==> src/rtl/div_result_bcd.sv <==
// rtl/div_result_bcd.sv - Double-dabble BCD converter for divider quotient and remainder
module div_result_bcd #(
    parameter int WIDTH  = 8,
    parameter int DIGITS = 3
) (
    input  logic                  clk,
    input  logic                  rst,
    input  logic                  start,
    input  logic [WIDTH-1:0]      q_in,
    input  logic [WIDTH-1:0]      r_in,
    input  logic                  div_by_zero,
    output logic                  busy,
    output logic                  done,
    output logic [4*DIGITS-1:0]   q_bcd,
    output logic [4*DIGITS-1:0]   r_bcd,
    output logic                  err
);

    localparam int BW = 4 * DIGITS;
    localparam int SW = BW + WIDTH;
    localparam int CW = (WIDTH > 1) ? $clog2(WIDTH) : 1;

    typedef enum logic [1:0] {
        S_IDLE  = 2'd0,
        S_SHIFT = 2'd1,
        S_DONE  = 2'd2
    } state_t;

    state_t          state;
    state_t          state_nx;
    logic [SW-1:0]   q_sh;
    logic [SW-1:0]   r_sh;
    logic [CW-1:0]   cnt;
    logic            dz_r;

    // Every BCD nibble is corrected from its pre-shift value; no carry between nibbles.
    function automatic logic [SW-1:0] add3(input logic [SW-1:0] v);
        logic [SW-1:0] o;
        o = v;
        for (int d = 0; d < DIGITS; d++) begin
            if (v[WIDTH + 4*d +: 4] >= 4'd5)
                o[WIDTH + 4*d +: 4] = v[WIDTH + 4*d +: 4] + 4'd3;
        end
        return o;
    endfunction

    always_ff @(posedge clk) begin
        if (rst)
            state <= S_IDLE;
        else
            state <= state_nx;
    end

    always_comb begin
        state_nx = state;
        case (state)
            S_IDLE:  if (start) state_nx = S_SHIFT;
            S_SHIFT: if (cnt == CW'(WIDTH - 1)) state_nx = S_DONE;
            S_DONE:  state_nx = S_IDLE;
            default: state_nx = S_IDLE;
        endcase
    end

    // The done cycle still counts as busy so the host sees one contiguous window.
    always_comb begin
        busy = (state != S_IDLE) || done;
    end

    always_ff @(posedge clk) begin
        if (rst) begin
            q_sh  <= '0;
            r_sh  <= '0;
            cnt   <= '0;
            dz_r  <= 1'b0;
            done  <= 1'b0;
            q_bcd <= '0;
            r_bcd <= '0;
            err   <= 1'b0;
        end else begin
            done <= 1'b0;
            case (state)
                S_IDLE: begin
                    if (start) begin
                        q_sh <= {{BW{1'b0}}, q_in};
                        r_sh <= {{BW{1'b0}}, r_in};
                        dz_r <= div_by_zero;
                        cnt  <= '0;
                    end
                end
                S_SHIFT: begin
                    q_sh <= add3(q_sh) << 1;
                    r_sh <= add3(r_sh) << 1;
                    cnt  <= cnt + 1'b1;
                end
                S_DONE: begin
                    if (dz_r) begin
                        q_bcd <= {DIGITS{4'hE}};
                        r_bcd <= {DIGITS{4'hE}};
                    end else begin
                        q_bcd <= q_sh[SW-1 -: BW];
                        r_bcd <= r_sh[SW-1 -: BW];
                    end
                    err  <= dz_r;
                    done <= 1'b1;
                end
                default: ;
            endcase
        end
    end

endmodule

==> config.mk <==
export PLATFORM = sky130hd
export DESIGN_NAME = div_result_bcd
export DESIGN_NICKNAME = d
export VERILOG_FILES = /design/src/rtl/div_result_bcd.sv
export SDC_FILE = /design/constraint.sdc
export NUM_CORES = 1
export LEC_CHECK = 0
export CAP_MARGIN = 20
export CELL_PAD_IN_SITES_DETAIL_PLACEMENT = 1
export CELL_PAD_IN_SITES_GLOBAL_PLACEMENT = 1
export CORE_UTILIZATION = 51
export CTS_CLUSTER_DIAMETER = 50
export DETAILED_ROUTE_END_ITERATION = 6
export DONT_BUFFER_PORTS = 1
export PLACE_DENSITY = 0.93
export SLEW_MARGIN = 20
export SYNTH_ARGS = -nofsm -noshare
export SYNTH_HDL_FRONTEND = slang
export SYNTH_SLANG_ARGS = --single-unit
==> constraint.sdc <==
create_clock -name clk -period 4.3 [get_ports clk]
set_clock_uncertainty 0.1 [all_clocks]
set_input_delay 0.86 -clock clk [delete_from_list [all_inputs] [get_ports clk]]
set_output_delay 0.86 -clock clk [all_outputs]
set_load 0.005 [all_outputs]
==> results of run 1 <==
layer usage:
layer	part of all wire [%]	global-route usage [%]	vias to the layer above
li1	-	-	1244
met1	46	29.16	1234
met2	49	40.74	51
met3	3.3	5.333	16
met4	2.1	10.18	0
met5	0	0	-
cells by family after synthesis:
group           share of synthesized area, %
buf+inv                                7.663
xor+xnor                               2.695
fa+ha+maj                              5.391
simple gates                           22.95
mux                                    2.464
flops                                  44.36
compound gates                         14.48
flip-flops by register name, summed over array words and instances, names as in the netlist:
| register | count |
|---|---|
| cnt | 3 |
| q_bcd | 12 |
| q_sh | 20 |
| r_sh | 20 |
| err | 1 |
| state | 2 |
| done | 1 |
| dz_r | 1 |
| r_bcd | 12 |
area by class of cell:
type | instances | area share [%]
Clock buffer | 13 | 4.516
Clock inverter | 1 | 0.1518
Inverter | 13 | 1.480
Multi-Input combinational cell | 258 | 47.29
Sequential cell | 72 | 43.72
Tap cell | 75 | 2.846
power groups by stage:
stage	clock (mW)	sequential, mW	combinational (mW)
2_1_floorplan	0	0.704	0.0718
3_3_place_gp	0	0.711	0.0576
5_1_grt	0.482	0.700	0.0691
6_report	0.447	0.698	0.0613
4_1_cts	0.456	0.698	0.0622
3_5_place_dp	0	0.713	0.0618
stage by stage:
step | cells | utilization, %
6_report | 432 | 54.71
2_1_floorplan | 369 | -
3_3_place_gp | 418 | 52.16
4_1_cts | 432 | 54.71
3_5_place_dp | 418 | 52.16
5_1_grt | 432 | 54.71
final timing paths:
check | to | slack [ps] | start | cells past startpoint
setup reg to reg | q_sh[13]$_SDFFE_PP0P_ | 2320 | state[0]$_SDFFE_PP0P_ | 4
hold reg to reg | r_bcd[8]$_SDFFE_PP0P_ | 380 | r_bcd[8]$_SDFFE_PP0P_ | 2
setup / recovery | busy | 2020 | state[1]$_SDFFE_PP0P_ | 1
hold / removal | r_bcd[8]$_SDFFE_PP0P_ | 380 | r_bcd[8]$_SDFFE_PP0P_ | 2
placed cells by master (no fill, tap or decap), drive strengths merged:
cell type,Yosys,layout
a2bb2oi,2,2
xnor2,6,6
mux2i,8,8
xor2,4,4
a21oi,22,22
or2,1,1
a22o,16,16
o21ai,10,10
a22oi,4,4
or3,7,7
dfxtp,72,72
nand2,36,36
nor2,50,50
inv,13,13
and2b,3,3
nand2b,8,8
nand3,6,6
a311oi,14,14
nor2b,3,3
clkinv,0,1
clkbuf,6,13
nor3,44,44
ha,14,14
==> results.cfg, run 1 <==
[yosys]
synth_edf_count = 0
ys_warn_count = 0
syn-num-nets = 403
postSynthRegisterBits = 72
synthCells = 369
synth.avg_cell_area_um2 = 8.806
ys_seq_area_share_pct = 44.36
synth_most_common_cell = dfxtp_1
ys_types = 34
synthFlopType = dfxtp_1
synthTopCellsByArea = dfxtp_1 (44%), nor3_1 (6.8%), ha_1 (5.4%)
synth_top_area_share_pct = 44.36
synth_common_cells = dfxtp_1 (72), nor2_1 (46), nor3_1 (44)
synth-async-reset-ratio_pct = 0
synth_top_area_cell = dfxtp_1
mappedNetlistArea_um2 = 3249

[routing]
drtPass1Iterations = 4
vias = 2545
routed_wl_um = 7429
ant_nets = 0
drt_iter0_drc = 71
wl_per_cell_um = 17.20
drc_errors = 0
via_per_inst = 5.891

[global_route]
grt_max_degree = 59
antenna_found_initial = 0
grt_remaining_overflow = 0
grt_pass1_vias = 2578
grt_pass1_wl_um = 12140
track_usage_pct = 24.05

[worst_setup_path]
crit_slowest_cell = or3_2
crit_path_end_kind = output pin
crit_arrival_ps = 1320
critPathMaxStageDelay_ps = 540
critPathKind = reg -> out
crit_chain = or3_2
cp-start-kind = register
critical_path.top_delay_family = simple AND/OR/NAND/NOR gates
cp.required_ps = 3340
critPathMaxFanout = 11
crit_buf_inv = 0

[die]
coreArea_um2 = 6026
dieArea_um2 = 6695
die_y_um = 81.82
initial_utilization_pct = 53.92
io_pins = 47
fp-row-count = 28
chipWidth_um = 81.82

[power_and_ir_drop]
peakVddDrop_mv = 0.1998
clockPowerShare_pct = 37.1
sw_frac_of_total_pct = 23.46
combPwrFrac_pct = 5.1
total_power_mw = 1.206
p_switching_uw = 282.9
seq_power_share_pct = 57.9
powerDensity_nw_per_um2 = 365.7
power_leakage_nw = 1.248
intPower_uw = 922.9

[layout]
multi_input_area_um2 = 1559
fin_nets = 388
drive_gt1_share_pct = 5.042
design_area_um2 = 3297
ff_latch_area_um2 = 1441
diodes = 0
area_growth_pct = 1.463
fillers = 722

[timing]
rsz0062_at_grt = false
fmax_ghz = 0.4382
whs_ps = 375.2
postLayoutSetupSlackWorst_ps = 2018
period_needed_ps = 2282
slew_headroom_pct = 37.51
hold_viol_final = 0
fin_crit_sh_pct = 53.07
tightest_slew_ps = 936.1
setup_tns_ps = 0
setup_violations = 0
slew_viol_final = 0

[clocking]
postCtsSetupBuffers = 0
cts_hold_buf = 0
cts_tree = done
clock-sinks = 72
post_cts_resized = 0
cts_buffer_depth = 2
clk_pin_slew_ps = 70
clock_latency_ps = 350
cts-buffers-inserted = 9
clockRootBuffer = clkbuf_8
cts.htree.levels = 3

[placement]
dpl.hpwl_um = 4795
post_dp_cell_area_um2 = 3143
pre_cts_ws_ps = 2109
place_congestion = 0.7397
numPortBuffers = 0

[run]
maxCapViolations = 0

[status]
outcome = complete, no violations

[min_path]
hold_class = reg -> reg
No activity file was read; power rests on OpenSTA's default activity.
==> run 2, diff against run 1 <==
--- a/config.mk
+++ b/config.mk
@@ -8,11 +8,11 @@
 export CAP_MARGIN = 20
 export CELL_PAD_IN_SITES_DETAIL_PLACEMENT = 1
 export CELL_PAD_IN_SITES_GLOBAL_PLACEMENT = 1
-export CORE_UTILIZATION = 51
+export CORE_UTILIZATION = 43
 export CTS_CLUSTER_DIAMETER = 50
 export DETAILED_ROUTE_END_ITERATION = 6
 export DONT_BUFFER_PORTS = 1
-export PLACE_DENSITY = 0.93
+export PLACE_DENSITY = 0.84
 export SLEW_MARGIN = 20
 export SYNTH_ARGS = -nofsm -noshare
 export SYNTH_HDL_FRONTEND = slang
==> constraint.sdc (replaced) <==
create_clock -name clk -period 2 [get_ports clk]
set_clock_uncertainty 0.1 [all_clocks]
set_input_delay 0.4 -clock clk [delete_from_list [all_inputs] [get_ports clk]]
set_output_delay 0.4 -clock clk [all_outputs]
set_load 0.005 [all_outputs]
==> run 2 against run 1 <==
Net effect: routed wire length down 2.6%; non-clock buffer count up 6; global-route usage down 4.2 points; combinational power up 130%; first-iteration DRC count up 11%; clock power up 130%; cell count up 7.4%.
==> results.cfg, run 2 (synthesis results as in run 1) <==
[worst_setup_path]
cp.required_ps = 1500
critPathMaxFanout = 11
worstSetupPathDepth = 1
crit_path_end_kind = output pin
critPathKind = reg -> out
crit_slowest_cell = or3_2
critical_path.top_delay_family = simple AND/OR/NAND/NOR gates
reg2reg_depth = 3
crit_chain = or3_2
crit_arrival_ps = 1360
cp-start-kind = register
rrSetupSlack_ps = 240
crit_buf_inv = 0
critPathMaxStageDelay_ps = 560

[power_and_ir_drop]
power_leakage_nw = 1.279
peakVddDrop_mv = 0.3564
powerDensity_nw_per_um2 = 784.2

[die]
coreArea_um2 = 7292
initial_utilization_pct = 44.56
dieArea_um2 = 7909
io_pins = 47
chipWidth_um = 88.93
die_y_um = 88.93
fp-row-count = 31

[layout]
drive_gt1_share_pct = 7.397
final_cells = 464
fin_util_pct = 46.55
largest_registers = q_sh x20, r_sh x20
diodes = 0
fin_nets = 394
area_growth_pct = 4.467
mostFrequentLayoutCell = dfxtp_1
final_cell_mix = dfxtp_1 (72), nor2_1 (46), nor3_1 (44)

[status]
outcome = complete, no violations

[routing]
drt_iter0_drc = 79
ant_nets = 0
drtPass1Iterations = 4
drc_errors = 0
vias = 2521
routed_wl_um = 7236
wl_per_cell_um = 15.59
via_per_inst = 5.433

[global_route]
antenna_found_initial = 0
grt_max_degree = 59
grt_pass1_wl_um = 11940
grt_remaining_overflow = 0
track_usage_pct = 19.85
grt_pass1_vias = 2493

[clocking]
cts_tree = done
clock-sinks = 72
cts-buffers-inserted = 9
post_cts_resized = 0
cts.htree.levels = 3
clk_pin_slew_ps = 70
clockRootBuffer = clkbuf_8
cts_buffer_depth = 2
clock_latency_ps = 350

[timing]
slew_viol_final = 0
tightest_slew_ps = 946.0
fin_crit_sh_pct = 93.04
setup_violations = 0
period_needed_ps = 1861
hold_viol_final = 0
rsz0062_at_grt = false
postLayoutSetupSlackWorst_ps = 139.1
setup_tns_ps = 0
fmax_ghz = 0.5374
slew_headroom_pct = 36.84

[run]
maxCapViolations = 0

[placement]
numPortBuffers = 0
place_congestion = 0.7836
pre_cts_ws_ps = 223.1
dpl.hpwl_um = 4815
place_inst = 447

[min_path]
hold_class = in -> reg
holdPathStages = 1
run 2: routing by layer:
| metal | part of all wire [%] | wire length (µm) | vias to the layer above | track usage, % |
|---|---|---|---|---|
| met1 | 47 | 3376 | 1208 | 23.77 |
| met2 | 47 | 3403 | 50 | 33.99 |
| met5 | 0 | 0 | - | 0 |
| met4 | 1.7 | 125 | 0 | 9.091 |
| li1 | - | - | 1255 | - |
| met3 | 4.6 | 330 | 8 | 4.524 |
run 2: worst register-to-register path: stages, from the launching register on:
cell      delay [ps]
dfxtp_1          560
nand2b_4         250
nor2_2           560
a22o_1           240
run 2: worst paths after layout:
kind,startpoint,end
setup / recovery,state[1]$_SDFFE_PP0P_,busy
hold / removal,rst,done$_SDFF_PP0_
setup reg to reg,state[0]$_SDFFE_PP0P_,r_sh[13]$_SDFFE_PP0P_
hold reg to reg,r_sh[5]$_SDFFE_PP0P_,r_sh[6]$_SDFFE_PP0P_
run 2: final cells by class:
| cell class | count | area, µm² |
|---|---|---|
| clock inverter | 5 | 32.53 |
| sequential | 72 | 1441 |
| inverter | 13 | 48.80 |
| multi-input combinational | 258 | 1559 |
| tap | 99 | 123.9 |
| clock buffer | 11 | 141.4 |
| timing repair buffer | 6 | 47.55 |
| fill | 905 | 3897 |
run 2: what timing repair did:
item	in CTS	in global routing
endpoints found under the hold margin	1	0
hold buffers	1	0
setup buffers	0	0
run 2: through the flow:
stage / power [mW] / hold slack, ps / instance area (µm²)
final: 2.662 / 20.96 / 3395
after global routing: 2.787 / 1.371 / 3395
after CTS: 2.698 / 0.5629 / 3395
after detailed placement: 1.669 / 363.4 / 3211
after global placement: 1.659 / 354.5 / 3211
after floorplan: 1.668 / 348.2 / 3249
run 2: where the power goes:
group / total (mW) / switching [mW] / leakage (nW) / internal [mW]
combinational: 0.138 / 0.0832 / 0.614 / 0.0548
sequential: 1.50 / 0.0312 / 0.584 / 1.47
clock: 1.03 / 0.548 / 0.0813 / 0.480
==> run 3, diff against run 2 <==
--- a/config.mk
+++ b/config.mk
@@ -12,7 +12,7 @@
 export CTS_CLUSTER_DIAMETER = 50
 export DETAILED_ROUTE_END_ITERATION = 6
 export DONT_BUFFER_PORTS = 1
-export PLACE_DENSITY = 0.84
+export PLACE_DENSITY = 0.83
 export SLEW_MARGIN = 20
 export SYNTH_ARGS = -nofsm -noshare
 export SYNTH_HDL_FRONTEND = slang
==> run 3 against run 2 <==
Net effect: flip-flop and latch count is the same; routed wire length grew 13%; critical path type unchanged; cell count grew 1.9%; clock-buffer cell count shrank 1; global-route usage grew 2.7 points.
==> results.cfg, run 3 (synthesis results as in run 1) <==
[status]
outcome = complete, no violations

[power_and_ir_drop]
power_leakage_nw = 1.328
peakVddDrop_mv = 0.5124
powerDensity_nw_per_um2 = 774.2
total_power_mw = 2.698

[placement]
numPortBuffers = 0
post_dp_cell_area_um2 = 3241
dpl.hpwl_um = 5118
place_congestion = 0.7894
pre_cts_ws_ps = 322.3

[timing]
setup_violations = 0
postLayoutSetupSlackWorst_ps = 201.4
fin_crit_sh_pct = 89.93
period_needed_ps = 1799
slew_headroom_pct = 67.34
rsz0062_at_grt = false
fmax_ghz = 0.5560
hold_viol_final = 0
slew_viol_final = 0
setup_tns_ps = 0
tightest_slew_ps = 488.3

[worst_setup_path]
crit_chain = or3_2
crit_buf_inv = 0
critPathMaxFanout = 10
crit_slowest_cell = or3_2
crit_path_end_kind = output pin
critical_path.top_delay_family = simple AND/OR/NAND/NOR gates
cp.required_ps = 1500
crit_arrival_ps = 1300
cp-start-kind = register
critPathKind = reg -> out
critPathMaxStageDelay_ps = 520

[clocking]
cts.htree.levels = 3
clk_pin_slew_ps = 80
clock_latency_ps = 350
cts_buffer_depth = 2
clockRootBuffer = clkbuf_8
clock-sinks = 72
cts-buffers-inserted = 9
cts_tree = done
post_cts_resized = 0

[layout]
design_area_um2 = 3485
fillers = 900
drive_gt1_share_pct = 8.556
fin_nets = 403
area_growth_pct = 7.239
final_cell_mix = dfxtp_1 (72), nor2_1 (46), nor3_1 (44)
largest_registers = q_sh x20, r_sh x20
diodes = 0
fin_util_pct = 47.79
mostFrequentLayoutCell = dfxtp_1

[run]
maxCapViolations = 0

[die]
dieArea_um2 = 7909
die_y_um = 88.93
initial_utilization_pct = 44.56
chipWidth_um = 88.93
fp-row-count = 31
io_pins = 47
coreArea_um2 = 7292

[global_route]
grt_pass1_vias = 2748
grt_remaining_overflow = 0
grt_max_degree = 33
grt_pass1_wl_um = 13330
track_usage_pct = 22.54
antenna_found_initial = 0

[min_path]
hold_class = in -> reg

[routing]
routed_wl_um = 8189
drc_errors = 0
drtPass1Iterations = 4
vias = 2574
via_per_inst = 5.442
drt_iter0_drc = 77
ant_nets = 0
wl_per_cell_um = 17.31
[run 3: cell count changes in the layout (fill, tap and decap cells not counted), sizes merged]
cell,delta
buf,+5
dlygate4sd3,+4
clkinv,+2
clkbuf,-1
clkinvlp,-1
[run 3: worst reg2reg max path, cell delays in order (launching register included)]
cell and delay, ps:
dfxtp_1 390, inv_1 90, ha_1 170, nand2b_1 130, a21oi_1 320, mux2i_1 290
a22o_1 160
[run 3: metal layers]
metal	part of all wire (%)	up-vias	track usage (%)
li1	-	1272	-
met1	45	1233	25.95
met2	49	57	39.93
met3	4.3	12	7.110
met4	1.4	0	7.215
met5	0	-	0
[run 3: final cells by class]
type / instances / area [µm²] / share of cell area [%]
Multi-Input combinational cell: 258 / 1559 / 44.74
Sequential cell: 72 / 1441 / 41.36
Timing Repair Buffer: 15 / 137.6 / 3.950
Clock buffer: 10 / 127.6 / 3.662
Tap cell: 99 / 123.9 / 3.555
Inverter: 13 / 48.80 / 1.400
Clock inverter: 6 / 46.29 / 1.329
[run 3: report_power, final]
part           switching (mW)  internal (mW)
clock network           0.569          0.454
registers              0.0234           1.47
logic                   0.118         0.0682
[run 3: worst paths after layout]
check	from	endpoint	slack [ps]	depth (start not counted)
max	state[0]$_SDFFE_PP0P_	busy	200	1
min	rst	q_bcd[1]$_SDFFE_PP0P_	20	1
max reg2reg	q_sh[13]$_SDFFE_PP0P_	q_sh[14]$_SDFFE_PP0P_	300	6
min reg2reg	q_bcd[8]$_SDFFE_PP0P_	q_bcd[8]$_SDFFE_PP0P_	380	2
[run 3: through the flow]
stage	hold WS, ps	std cells
3_3_place_gp	355.7	451
3_5_place_dp	363.0	451
2_1_floorplan	348.2	369
5_1_grt	1.283	473
6_report	23.38	473
4_1_cts	0.2044	470
[run 3: what timing repair did]
| action | CTS | global route |
|---|---|---|
| setup buffers | 0 | 0 |
| endpoints found under the hold margin | 30 | 4 |
| hold buffers | 3 | 3 |
